[src/rtl/audio_pkg.sv]
// Shared types for the CODEC serial-audio path (ADC receiver, future DAC transmitter).
//   fmt_e      : serial framing, left-justified or I2S
//   ch_e       : stereo channel tag carried with each sample
//   rx_state_e : receiver capture FSM states
package audio_pkg;

   typedef enum logic {
      FMT_LJ  = 1'b0,
      FMT_I2S = 1'b1
   } fmt_e;

   typedef enum logic {
      CH_LEFT  = 1'b0,
      CH_RIGHT = 1'b1
   } ch_e;

   typedef enum logic [1:0] {
      IDLE,
      DELAY,
      SHIFT,
      HOLD
   } rx_state_e;

endpackage

[src/rtl/audio_lrc_edge.sv]
// LR-clock edge detector shared by the ADC receiver and DAC transmitter.
// Ports:
//   bclk     in  bit clock
//   reset    in  synchronous active-high reset
//   adclrc   in  LR clock, synchronous to bclk; high = left, low = right
//   lrc_edge out high in any cycle where adclrc differs from its registered copy
//   edge_ch  out channel that starts at this edge (rising = left, falling = right)
module audio_lrc_edge
   import audio_pkg::*;
(
   input  logic bclk,
   input  logic reset,
   input  logic adclrc,
   output logic lrc_edge,
   output ch_e  edge_ch
);

   logic adclrc_q;

   // Reset also loads the live level so that no edge is reported right after reset.
   always_ff @(posedge bclk) begin
      if (reset) begin
         adclrc_q <= adclrc;
      end else begin
         adclrc_q <= adclrc;
      end
   end

   assign lrc_edge = adclrc ^ adclrc_q;
   assign edge_ch  = adclrc ? CH_LEFT : CH_RIGHT;

endmodule

[src/rtl/audio_rx_deser.sv]
// Stereo serial-audio receiver for the CODEC ADC path.
// Deserialises adcdat MSB-first in left-justified or I2S framing and emits one sign-extended
// sample per channel, plus a pulse when an LR edge truncates a word.
// Ports:
//   bclk        in  bit clock, rising edge only
//   reset       in  synchronous active-high reset
//   adclrc      in  LR clock; high = left, low = right
//   adcdat      in  serial data, MSB first
//   valid       out one-cycle pulse, new sample_data/channel
//   channel     out 0 = left, 1 = right; qualified by valid
//   sample_data out sign-extended sample, held until the next valid
//   frame_err   out one-cycle pulse, word cut short by an LR edge
module audio_rx_deser
   import audio_pkg::*;
#(
   parameter int unsigned N       = 16,
   parameter int unsigned OUT_W   = 16,
   parameter fmt_e        FMT     = FMT_LJ,
   parameter logic [1:0]  CH_MASK = 2'b11
) (
   input  logic             bclk,
   input  logic             reset,
   input  logic             adclrc,
   input  logic             adcdat,
   output logic             valid,
   output logic             channel,
   output logic [OUT_W-1:0] sample_data,
   output logic             frame_err
);

   localparam int unsigned    CntW    = $clog2(N + 1);
   localparam logic [CntW-1:0] LastCnt = CntW'(N - 1);

   if (OUT_W < N) begin : g_bad_out_w
      $error("audio_rx_deser: OUT_W must be >= N");
   end
   if (N < 8 || N > 32) begin : g_bad_n
      $error("audio_rx_deser: N must be in 8..32");
   end

   logic lrc_edge;
   ch_e  edge_ch;

   audio_lrc_edge u_lrc_edge (
      .bclk     (bclk),
      .reset    (reset),
      .adclrc   (adclrc),
      .lrc_edge (lrc_edge),
      .edge_ch  (edge_ch)
   );

   rx_state_e        state_q, state_d;
   logic [CntW-1:0]  cnt_q, cnt_d;
   logic [N-1:0]     rx_q, rx_d;
   ch_e              ch_q, ch_d;
   logic             valid_q, valid_d;
   ch_e              out_ch_q, out_ch_d;
   logic [OUT_W-1:0] data_q, data_d;
   logic             ferr_q, ferr_d;
   logic [N-1:0]     word;

   always_comb begin
      state_d  = state_q;
      cnt_d    = cnt_q;
      rx_d     = rx_q;
      ch_d     = ch_q;
      valid_d  = 1'b0;
      out_ch_d = out_ch_q;
      data_d   = data_q;
      ferr_d   = 1'b0;
      word     = {rx_q[N-2:0], adcdat};

      if (lrc_edge) begin
         // An edge always restarts capture; a word still in flight is dropped.
         ferr_d = (state_q == SHIFT) || (state_q == DELAY);
         ch_d   = edge_ch;
         if (FMT == FMT_LJ) begin
            state_d = SHIFT;
            cnt_d   = CntW'(1);
            rx_d    = N'(adcdat);
         end else begin
            state_d = DELAY;
            cnt_d   = '0;
         end
      end else begin
         unique case (state_q)
            DELAY: begin
               state_d = SHIFT;
               cnt_d   = CntW'(1);
               rx_d    = N'(adcdat);
            end
            SHIFT: begin
               rx_d  = word;
               cnt_d = cnt_q + 1'b1;
               if (cnt_q == LastCnt) begin
                  state_d = HOLD;
                  // Masked channels still run capture but never publish a sample.
                  if (CH_MASK[ch_q]) begin
                     valid_d  = 1'b1;
                     out_ch_d = ch_q;
                     data_d   = OUT_W'(signed'(word));
                  end
               end
            end
            default: ;
         endcase
      end
   end

   always_ff @(posedge bclk) begin
      if (reset) begin
         state_q  <= IDLE;
         cnt_q    <= '0;
         rx_q     <= '0;
         ch_q     <= CH_LEFT;
         valid_q  <= 1'b0;
         out_ch_q <= CH_LEFT;
         data_q   <= '0;
         ferr_q   <= 1'b0;
      end else begin
         state_q  <= state_d;
         cnt_q    <= cnt_d;
         rx_q     <= rx_d;
         ch_q     <= ch_d;
         valid_q  <= valid_d;
         out_ch_q <= out_ch_d;
         data_q   <= data_d;
         ferr_q   <= ferr_d;
      end
   end

   assign valid       = valid_q;
   assign channel     = out_ch_q;
   assign sample_data = data_q;
   assign frame_err   = ferr_q;

endmodule

[config.mk]
export PLATFORM = sky130hd
export DESIGN_NAME = audio_rx_deser
export DESIGN_NICKNAME = d
export VERILOG_FILES = /design/src/rtl/audio_pkg.sv /design/src/rtl/audio_lrc_edge.sv /design/src/rtl/audio_rx_deser.sv
export SDC_FILE = /design/constraint.sdc
export NUM_CORES = 1
export LEC_CHECK = 0
export BUFFER_PORTS_ARGS = -buffer_cell sky130_fd_sc_hd__buf_4
export CORE_ASPECT_RATIO = 2
export CORE_UTILIZATION = 50
export DETAILED_ROUTE_END_ITERATION = 6
export GPL_TIMING_DRIVEN = 0
export HOLD_SLACK_MARGIN = 0.15
export PLACE_DENSITY = 0.76
export SETUP_SLACK_MARGIN = 0.3
export SLEW_MARGIN = 10
export SYNTH_ARGS = -nofsm -noshare
export SYNTH_HDL_FRONTEND = slang
export SYNTH_HIERARCHICAL = 1
export SYNTH_SLANG_ARGS = --single-unit
[constraint.sdc]
create_clock -name bclk -period 2.13 [get_ports bclk]
set_input_delay 0.426 -clock bclk [delete_from_list [all_inputs] [get_ports bclk]]
set_output_delay 0.426 -clock bclk [all_outputs]
set_load 0.01 [all_outputs]
==> flow_summary_export.csv, run 1 <==
group,metric,value,unit
worst_setup_path,crit_chain,"ha_2, and3_1, ha_1, and3b_1, buf_4, buf_4, nand2_1, a21oi_1",
worst_setup_path,path_buf_inv,2,
synth,avgSynthCellArea,8.48,um^2
synth,synth_warnings,6,
timing,hold_viol,0,
synth,yosys.cell_types.count,25,
synth,synth-async-reset-ratio,0,%
job,drv_cap,0,
grt,antenna_found_initial,0,
cts,insertion_delay,0.29,ns
synth,yosysSeqAreaShare,50.5,%
grt,grt.met2_usage,37.3,%
worst_setup_path,cp-end-kind,"register",
worst_setup_path,critPathSlowestCell,"dfxtp_2",
power_and_ir_drop,vdd_drop_max,1080,uV
synth,synth_edf_count,0,
timing,fin_setup_tns,0,ns
hold_path,hp-start,"adclrc",
floorplanning,ios,23,
synth,syn_nets,211,
placed_design,hpwl,2420,um
grt,grtUsageMet1,22.3,%
grt,grt-ovfl-total,0,
timing,finClkSkew,0.00664,ns
finish,antenna_cells,0,
finish,fin_nets,241,
timing,fin_crit,1.69,ns
synth,synth.most_common_cell,"nand2_1",
cts,clock-root-buffer,"clkbuf_8",
synth,synth_seq_cells,43,
placed_design,dp_cells,254,
synth,synth_cells,201,
synth,synth_area_leaders,"dfxtp_1 50%, nand2_1 11%, a21oi_1 11%, nand3b_1 7.0%, ha_1 4.4%",
grt,met3_usage,4.30,%
route,drt_iter0_drc,36,
hold_path,hold_path.class,"in2reg",
worst_setup_path,cp_top_family,"simple AND/OR/NAND/NOR gates",
worst_setup_path,regToRegEndpoint,"sample_data[12]",
route,first_pass_iters,4,
worst_setup_path,cp_common_cell,"buf_4",
floorplanning,core_area,3190,um^2
finish,layout-drive-gt1-share,16.9,%
worst_setup_path,slowest_delay,0.34,ns
route,routed_wl,3390,um
timing,max_clock_freq,0.593,GHz
floorplanning,die_y,84.6,um
placed_design,numPortBuffers,22,
power_and_ir_drop,powerDensity,756,nW/um^2
cts,cts_sinks,43,
grt,grt_max_degree,13,
timing,period_share,79.2,%
cts,path_clk_slew,0.08,ns
finish,areaGrowthSynthToFinish,18.6,%
placed_design,place_congestion,0.766,
floorplanning,dieWidth,43.3,um
timing,rsz0062_at_grt,"false",
worst_setup_path,crit_type,"reg2reg",
worst_setup_path,worstSetupStartpoint,"cnt_q[0]",
grt,track_usage,21.4,%
grt,grt_pass1_wl,5910,um
hold_path,hold_end,"u_lrc_edge/adclrc_q",
worst_setup_path,cp-start-kind,"register",
hold_path,hold_depth,1,
run_status,outcome,"completed",
route,viasPerCell,5.53,
grt,busiest_layer,"met2",
floorplanning,dieArea,3660,um^2
cts,cts_tree,"done",
route,wire_per_inst,12.9,um
synth,synth_area,1710,um^2
timing,tightest_slew,0.482,ns
synth,synth_common_cells,"52 x nand2_1, 43 x dfxtp_1, 36 x a21oi_1, 16 x nand3b_1",
worst_setup_path,r2r_cells,8,
cts,cts_buffer_depth,2,
worst_setup_path,rrSetupSlack,0.44,ns
timing,drv_slew,0,
cts,cts_buffers,5,
cts,ctsHtreeMaxLevel,2,
finish,final_cells,262,
grt,grt_pass1_vias,1377,
timing,slew-limit-headroom,67.9,%
timing,finalSetupViolCount,0,
power_and_ir_drop,p_leak,0.000754,uW
cts,ctsHoldBuffers,0,
floorplanning,initial_utilization,53.4,%
worst_setup_path,cp.arrival,1.85,ns
worst_setup_path,r2r_start,"cnt_q[0]",
route,drc_errors,0,
floorplanning,rows,29,
worst_setup_path,cp_max_fo,10,
route,route.vias.total,1450,
worst_setup_path,crit_required,2.29,ns
synth,synth_top_flop_cell,"dfxtp_1",
route,ant_nets,0,
synth,synth_top_area_cell,"dfxtp_1",
synth,yosys.area.top_type_share,50.5,%
==> stage by stage <==
stage	instance area (um^2)	power (uW)	util [%]	hold slack (ns)	worst slack (ns)
final	2020	1530	63.4	0.266	0.444
after global routing	2020	1590	63.4	0.256	0.305
after CTS	2020	1550	63.2	0.257	0.392
after detailed placement	1910	951	59.8	0.444	0.275
after global placement	1910	949	59.8	0.443	0.325
after floorplan	1710	916	-	0.431	0.541
==> final cells by class <==
| cell class | count | area (um^2) |
|---|---|---|
| buffer | 15 | 73.8 |
| clock buffer | 6 | 72.6 |
| clock inverter | 1 | 30.0 |
| fill | 309 | 1170 |
| inverter | 5 | 18.8 |
| multi-input combinational | 138 | 754 |
| sequential | 43 | 862 |
| tap | 31 | 38.8 |
| timing repair buffer | 23 | 173 |
==> sequential cells by signal (all words and copies together), names as in the netlist <==
name,flops
state_q,2
frame_err,1
rx_q,15
cnt_q,5
sample_data,16
ch_q,1
channel,1
valid,1
u_lrc_edge/adclrc_q,1
==> routing by layer <==
metal,vias to the layer above,share of wire [%]
li1,722,-
met1,691,40
met5,-,0
met3,8,3.5
met4,0,3.0
met2,29,53
==> timing repair <==
action                     in CTS  in global routing
buffers inserted                1                  0
gates cloned                    0                  0
resized for setup               0                  2
setup endpoints to repair      10                  7
pin swaps                       1                  0
==> worst register-to-register path, delay by kind of cell (launching register included) <==
family	cells	cell delay (ns)
buffers and inverters	2	0.33
DFF	1	0.34
adders and majority gates	2	0.40
AOI/OAI and AO/OA	1	0.06
and+or+nand+nor	3	0.43
==> logic make-up (layout without fill, tap and decap cells) <==
| logic type | after synthesis | count (layout) | share of synthesized area, % |
|---|---|---|---|
| DFF | 43 | 43 | 50.5 |
| and+or+nand+nor | 87 | 87 | 24.8 |
| xor gates and xnor gates | 1 | 1 | 0.514 |
| adders and majority gates | 6 | 6 | 4.40 |
| muxes | 4 | 4 | 2.35 |
| buffers and inverters | 20 | 50 | 5.43 |
| AOI/OAI and AO/OA | 40 | 40 | 12.0 |
==> cells in the final DEF (no fill, tap or decap), types with 2 or more instances in the layout <==
cell type / synthesis / final
nand2_1: 52 / 52
inv_1: 5 / 5
buf_4: 3 / 26
clkbuf_1: 7 / 8
clkbuf_8: 0 / 5
buf_2: 5 / 5
nand3_1: 2 / 2
nor3b_1: 3 / 3
ha_1: 6 / 5
dfxtp_1: 43 / 42
nor2_1: 7 / 7
mux2i_1: 4 / 4
nand3b_1: 16 / 16
a21oi_1: 36 / 36
==> worst max-delay path by stage <==
stage | to | slack [ns] | cells after the start
after global placement | sample_data[13] | 0.33 | 7
final | sample_data[12] | 0.44 | 8
after global routing | sample_data[14] | 0.31 | 8
after floorplan | sample_data[11] | 0.54 | 8
after detailed placement | sample_data[12] | 0.28 | 7
after CTS | sample_data[12] | 0.39 | 8
==> power by group <==
group	switching [uW]	leakage [uW]	internal [uW]
sequential	7.89	0.000348	813
combinational	69.4	0.000355	41.8
clock	254	0.0000513	344
No activity file was read; power rests on OpenSTA's default activity.
==> run 2, diff against run 1 <==
ABC_AREA = 1   (was not set)
clock period = 1.7 ns   (was 2.13 ns; I/O delays follow)
==> run 2 against run 1 <==
  * The flow now finishes with violations (design-rule violations)
  * Core utilization grew 5.6 points
  * Total power is 30% higher
  * Synthesized area is 0.73% higher
  * Final cell count grew 8.4%
  * Sequential power up 25%
  * First-iteration DRC count rose by 58%
  * Clock skew rose by 0.00052 ns
  * Critical path type unchanged
  * Largest cell class unchanged
==> flow_summary_export.csv, run 2 <==
group,metric,value,unit
run_status,outcome,"finished with violations",
run_status,violations,"design-rule violations",
synth,yosys.cell_types.count,18,
power_and_ir_drop,clock_power_share,39.7,%
grt,grt_pass1_wl,6130,um
cts,cts_buffers,5,
finish,areaGrowthSynthToFinish,29.7,%
route,drt_iter0_drc,57,
route,viasPerCell,5.42,
timing,tightest_slew,0.653,ns
synth,synth.most_common_cell,"nand2_1",
power_and_ir_drop,p_switching,482,uW
power_and_ir_drop,powerDensity,895,nW/um^2
timing,rsz0062_at_grt,"true",
floorplanning,core_area,3230,um^2
timing,hold_viol,0,
synth,synth_cells,218,
power_and_ir_drop,power,1990,uW
cts,path_clk_slew,0.08,ns
timing,fin_setup_tns,0,ns
grt,track_usage,22.3,%
synth,synth_top_area_cell,"dfxtp_1",
grt,antenna_found_initial,0,
finish,final_cells,284,
floorplanning,initial_utilization,53.2,%
finish,layout_common_cells,"48 x nand2_1, 41 x dfxtp_1, 32 x a21oi_1",
finish,fin_nets,262,
job,drv_cap,0,
route,wire_per_inst,13.0,um
finish,antenna_cells,0,
floorplanning,dieArea,3690,um^2
worst_setup_path,crit_chain,"ha_4, nand2_4, nor2_4, ha_2, buf_6, nand3_4, buf_6, nand2_2, a21oi_1",
worst_setup_path,crit_type,"reg2reg",
timing,finClkSkew,0.00716,ns
worst_setup_path,crit_required,1.86,ns
power_and_ir_drop,internal_power,1510,uW
synth,synth_area_leaders,"dfxtp_1 50%, nand2_1 14%, a21oi_1 12%, nand4_1 6.2%, ha_1 4.4%",
timing,slew-limit-headroom,56.4,%
placed_design,hpwl,2490,um
synth,synth_seq_cells,43,
timing,drv_slew,0,
synth,avgSynthCellArea,7.88,um^2
cts,cts_tree,"done",
timing,fin_crit,1.48,ns
power_and_ir_drop,p_sw_share,24.2,%
worst_setup_path,cp-start-kind,"register",
synth,synth_top_flop_cell,"dfxtp_1",
route,routed_wl,3700,um
synth,synth_area,1720,um^2
synth,synth_edf_count,0,
power_and_ir_drop,seqPwrFrac,51.6,%
cts,ctsHoldBuffers,0,
worst_setup_path,cp_max_fo,5,
placed_design,dp_cells,271,
timing,period_share,87.3,%
placed_design,numPortBuffers,22,
floorplanning,die_y,84.9,um
worst_setup_path,cp_common_cell,"buf_6",
grt,grt_max_degree,15,
floorplanning,rows,29,
synth,synth-async-reset-ratio,0,%
synth,yosysSeqAreaShare,50.1,%
power_and_ir_drop,vdd_drop_max,800,uV
worst_setup_path,slowest_delay,0.37,ns
cts,clock-root-buffer,"clkbuf_8",
power_and_ir_drop,p_leak,0.000860,uW
placed_design,place_congestion,0.820,
timing,finalSetupViolCount,0,
synth,syn_nets,228,
cts,ctsHtreeMaxLevel,2,
finish,fin_util,69.0,%
route,first_pass_iters,6,
cts,insertion_delay,0.30,ns
finish,largest_register_ffs,16,
worst_setup_path,cp-end-kind,"register",
grt,grt_pass1_vias,1408,
synth,synth_warnings,6,
route,ant_nets,0,
timing,max_clock_freq,0.674,GHz
finish,layout-drive-gt1-share,33.2,%
floorplanning,dieWidth,43.4,um
route,route.vias.total,1540,
synth,yosys.area.top_type_share,50.1,%
worst_setup_path,critPathSlowestCell,"dfxtp_4",
floorplanning,ios,23,
cts,cts_sinks,43,
hold_path,hold_path.class,"in2reg",
power_and_ir_drop,comb_power_share,8.7,%
finish,fillCellCount,265,
finish,final_common_cell,"nand2_1",
cts,cts_buffer_depth,2,
synth,synth_common_cells,"63 x nand2_1, 43 x dfxtp_1, 40 x a21oi_1, 17 x nand4_1, 12 x inv_1",
route,drc_errors,6,
grt,grt-ovfl-total,0,
worst_setup_path,cp.arrival,1.64,ns
-- run 2: worst max-delay path: cells and delay by family (launching register included) --
family	cells	cell delay (ns)
buffers and inverters	2	0.29
AND/OR/NAND/NOR	4	0.31
AO/OA/AOI/OAI	1	0.06
flip-flops	1	0.37
adder cells (fa/ha/maj)	2	0.32
-- run 2: power groups by stage --
| stage | sequential (uW) | combinational, uW | clock (uW) |
|---|---|---|---|
| final | 1030 | 173 | 792 |
| after global routing | 1030 | 193 | 849 |
| after CTS | 1030 | 164 | 813 |
| after detailed placement | 1050 | 156 | 0 |
| after global placement | 1050 | 155 | 0 |
| after floorplan | 1050 | 113 | 0 |
-- run 2: area by class of cell --
type / count / area, um^2 / share of cell area [%]
clock inverter: 3 / 43.8 / 1.97
sequential: 43 / 866 / 38.9
multi-input combinational: 147 / 850 / 38.1
inverter: 15 / 56.3 / 2.53
timing repair buffer: 27 / 219 / 9.83
buffer: 13 / 86.3 / 3.87
clock buffer: 5 / 68.8 / 3.09
tap: 31 / 38.8 / 1.74
-- run 2: through the flow --
step	setup slack, ns	hold WS, ns	area [um^2]
2_1_floorplan	0.291	0.368	1760
3_5_place_dp	0.106	0.452	1960
3_3_place_gp	0.126	0.448	1960
4_1_cts	0.222	0.154	2180
5_1_grt	0.153	0.151	2230
6_report	0.217	0.162	2230
-- run 2: timing repair --
action	in CTS	in global routing
setup buffers	4	0
gates cloned	1	0
endpoints found under the setup margin	19	35
pin swaps	6	2
gates resized for setup	20	13
-- run 2: path summary, 6_finish.rpt --
path	cells past startpoint	startpoint	endpoint	slack [ns]
worst max register to register	9	cnt_q[0]	sample_data[11]	0.22
worst min-delay path	1	adclrc	u_lrc_edge/adclrc_q	0.16
worst max-delay path	9	cnt_q[0]	sample_data[11]	0.22
worst min register to register	2	sample_data[0]	sample_data[0]	0.46
-- run 2: logic make-up (layout without fill, tap and decap cells) --
kind of cell | after synthesis | after routing | share of synthesized area [%]
adder cells (fa/ha/maj) | 6 | 6 | 4.37
AO/OA/AOI/OAI | 41 | 41 | 11.9
buffers and inverters | 28 | 63 | 7.57
AND/OR/NAND/NOR | 100 | 100 | 26.0
flip-flops | 43 | 43 | 50.1
-- run 2: routing by layer --
metal	routed length [um]	up-vias	GRT usage (%)	share of wire [%]
met5	0	-	0	0
met4	78	0	10.8	2.1
met3	115	6	5.11	3.1
met2	2070	33	40.2	56
met1	1430	708	23.2	39
li1	-	793	-	-
==> run 3, diff against run 2 <==
ABC_AREA = not set   (was 1)
==> run 3 against run 2 <==
  * The run now ends clean
  * Combinational power is 19% higher
  * Sequential power barely moved
  * Clock skew is 0.0015 ns higher
  * Sequential share of layout area down 2.9 points
  * Register-to-register slack worse by 0.08 ns
  * Clock-buffer cell count increased by 1
  * Global-route usage up 1.5 points
  * Critical path depth fell by 1
  * First-iteration DRC count is 23% lower
  * Highest routed layer unchanged
==> flow_summary_export.csv, run 3 (synthesized netlist as in run 1, its figures left out) <==
group,metric,value,unit
floorplanning,rows,29,
finish,final_common_cell,"dfxtp_1",
timing,period_share,92.0,%
floorplanning,core_area,3190,um^2
cts,path_clk_slew,0.09,ns
job,drv_cap,0,
cts,clock-root-buffer,"clkbuf_8",
worst_setup_path,worstSetupStartpoint,"cnt_q[0]",
timing,fin_ws,0.135,ns
worst_setup_path,cp-start-kind,"register",
grt,grt-ovfl-total,0,
cts,cts_tree,"done",
power_and_ir_drop,p_leak,0.000906,uW
worst_setup_path,cp_num_cells,8,
worst_setup_path,cp_max_fo,5,
route,viasPerCell,5.57,
cts,cts_buffers,5,
grt,grt_pass1_wl,6590,um
worst_setup_path,cp-end-kind,"register",
cts,insertion_delay,0.30,ns
grt,antenna_found_initial,0,
finish,fillCellCount,219,
route,wire_per_inst,16.0,um
timing,fin_setup_tns,0,ns
worst_setup_path,slowest_delay,0.36,ns
route,first_pass_iters,4,
timing,hold_viol,0,
finish,antenna_cells,0,
worst_setup_path,critPathSlowestCell,"dfxtp_4",
timing,hold_ws,0.168,ns
finish,largest_register_ffs,16,
worst_setup_path,crit_end,"sample_data[8]",
route,ant_nets,0,
worst_setup_path,cp_top_family,"simple AND/OR/NAND/NOR gates",
finish,multi_input_area,922,um^2
worst_setup_path,regToRegEndpoint,"sample_data[8]",
finish,ff_latch_area,871,um^2
power_and_ir_drop,powerDensity,852,nW/um^2
cts,cts_sinks,43,
finish,areaGrowthSynthToFinish,42.2,%
finish,fin_nets,260,
worst_setup_path,path_buf_inv,2,
route,drc_errors,0,
power_and_ir_drop,vdd_drop_max,755,uV
finish,layout-drive-gt1-share,41.8,%
placed_design,hpwl,2660,um
timing,finalSetupViolCount,0,
finish,layout_common_cells,"39 x dfxtp_1, 38 x nand2_1, 36 x buf_4",
cts,ctsHtreeMaxLevel,2,
worst_setup_path,crit_chain,"ha_4, and3_4, ha_4, and3b_1, buf_6, buf_4, nand2_1, a21oi_1",
cts,cts_buffer_depth,2,
placed_design,numPortBuffers,22,
cts,ctsHoldBuffers,0,
worst_setup_path,crit_type,"reg2reg",
grt,track_usage,23.8,%
worst_setup_path,r2r_start,"cnt_q[0]",
worst_setup_path,cp.arrival,1.73,ns
timing,rsz0062_at_grt,"true",
worst_setup_path,cp_common_cell,"ha_4",
route,drt_iter0_drc,44,
floorplanning,dieArea,3660,um^2
floorplanning,dieWidth,43.3,um
worst_setup_path,rrSetupSlack,0.14,ns
timing,max_clock_freq,0.639,GHz
floorplanning,initial_utilization,53.4,%
hold_path,hold_path.class,"in2reg",
timing,finClkSkew,0.00865,ns
timing,drv_slew,0,
timing,fin_crit,1.56,ns
worst_setup_path,r2r_cells,8,
run_status,outcome,"completed",
grt,grt_max_degree,14,
worst_setup_path,crit_required,1.87,ns
timing,slew-limit-headroom,62.3,%
route,routed_wl,4520,um
grt,grt_pass1_vias,1513,
floorplanning,die_y,84.6,um
placed_design,place_congestion,0.755,
timing,tightest_slew,0.566,ns
floorplanning,ios,23,
placed_design,dp_worst_setup_slack,0.0564,ns
route,route.vias.total,1572,
## run 3: worst min path at each step
stage                                      to  depth (start not counted)             from
final                     u_lrc_edge/adclrc_q                          1           adclrc
after detailed placement      sample_data[15]                          2  sample_data[15]
after CTS                 u_lrc_edge/adclrc_q                          1           adclrc
after floorplan           u_lrc_edge/adclrc_q                          0           adclrc
after global placement        sample_data[13]                          2  sample_data[13]
after global routing      u_lrc_edge/adclrc_q                          1           adclrc
## run 3: layout make-up
class / instances / area share [%]
Clock buffer: 6 / 3.41
Buffer: 15 / 4.75
Multi-Input combinational cell: 138 / 38.0
Inverter: 5 / 0.877
Clock inverter: 2 / 1.44
Tap cell: 31 / 1.60
Timing Repair Buffer: 42 / 14.0
Sequential cell: 43 / 35.9
## run 3: repair_timing
item / in CTS / in global routing
setup buffers: 10 / 8
setup endpoints to repair: 39 / 39
cloned: 0 / 2
pin swaps: 13 / 13
gates resized for setup: 17 / 44
## run 3: metrics by stage
step	power [uW]	util, %	instance area (um^2)	std cells
global route	2130	75.9	2420	282
CTS	2020	69.7	2220	272
detailed placement	1200	61.9	1980	254
finish	2070	75.9	2420	282
floorplan	1160	-	1770	201
global placement	1200	61.9	1980	254
## run 3: metal layers
layer | up-vias | share of wire (%) | track usage [%]
li1 | 766 | - | -
met1 | 754 | 37 | 24.3
met2 | 36 | 57 | 42.9
met3 | 16 | 2.5 | 4.95
met4 | 0 | 3.7 | 12.7
met5 | - | 0 | 0
## run 3: power breakdown
group          switching, uW  internal [uW]
Sequential              11.6           1020
Combinational            110           95.3
Clock                    355            476
Total                    477           1590
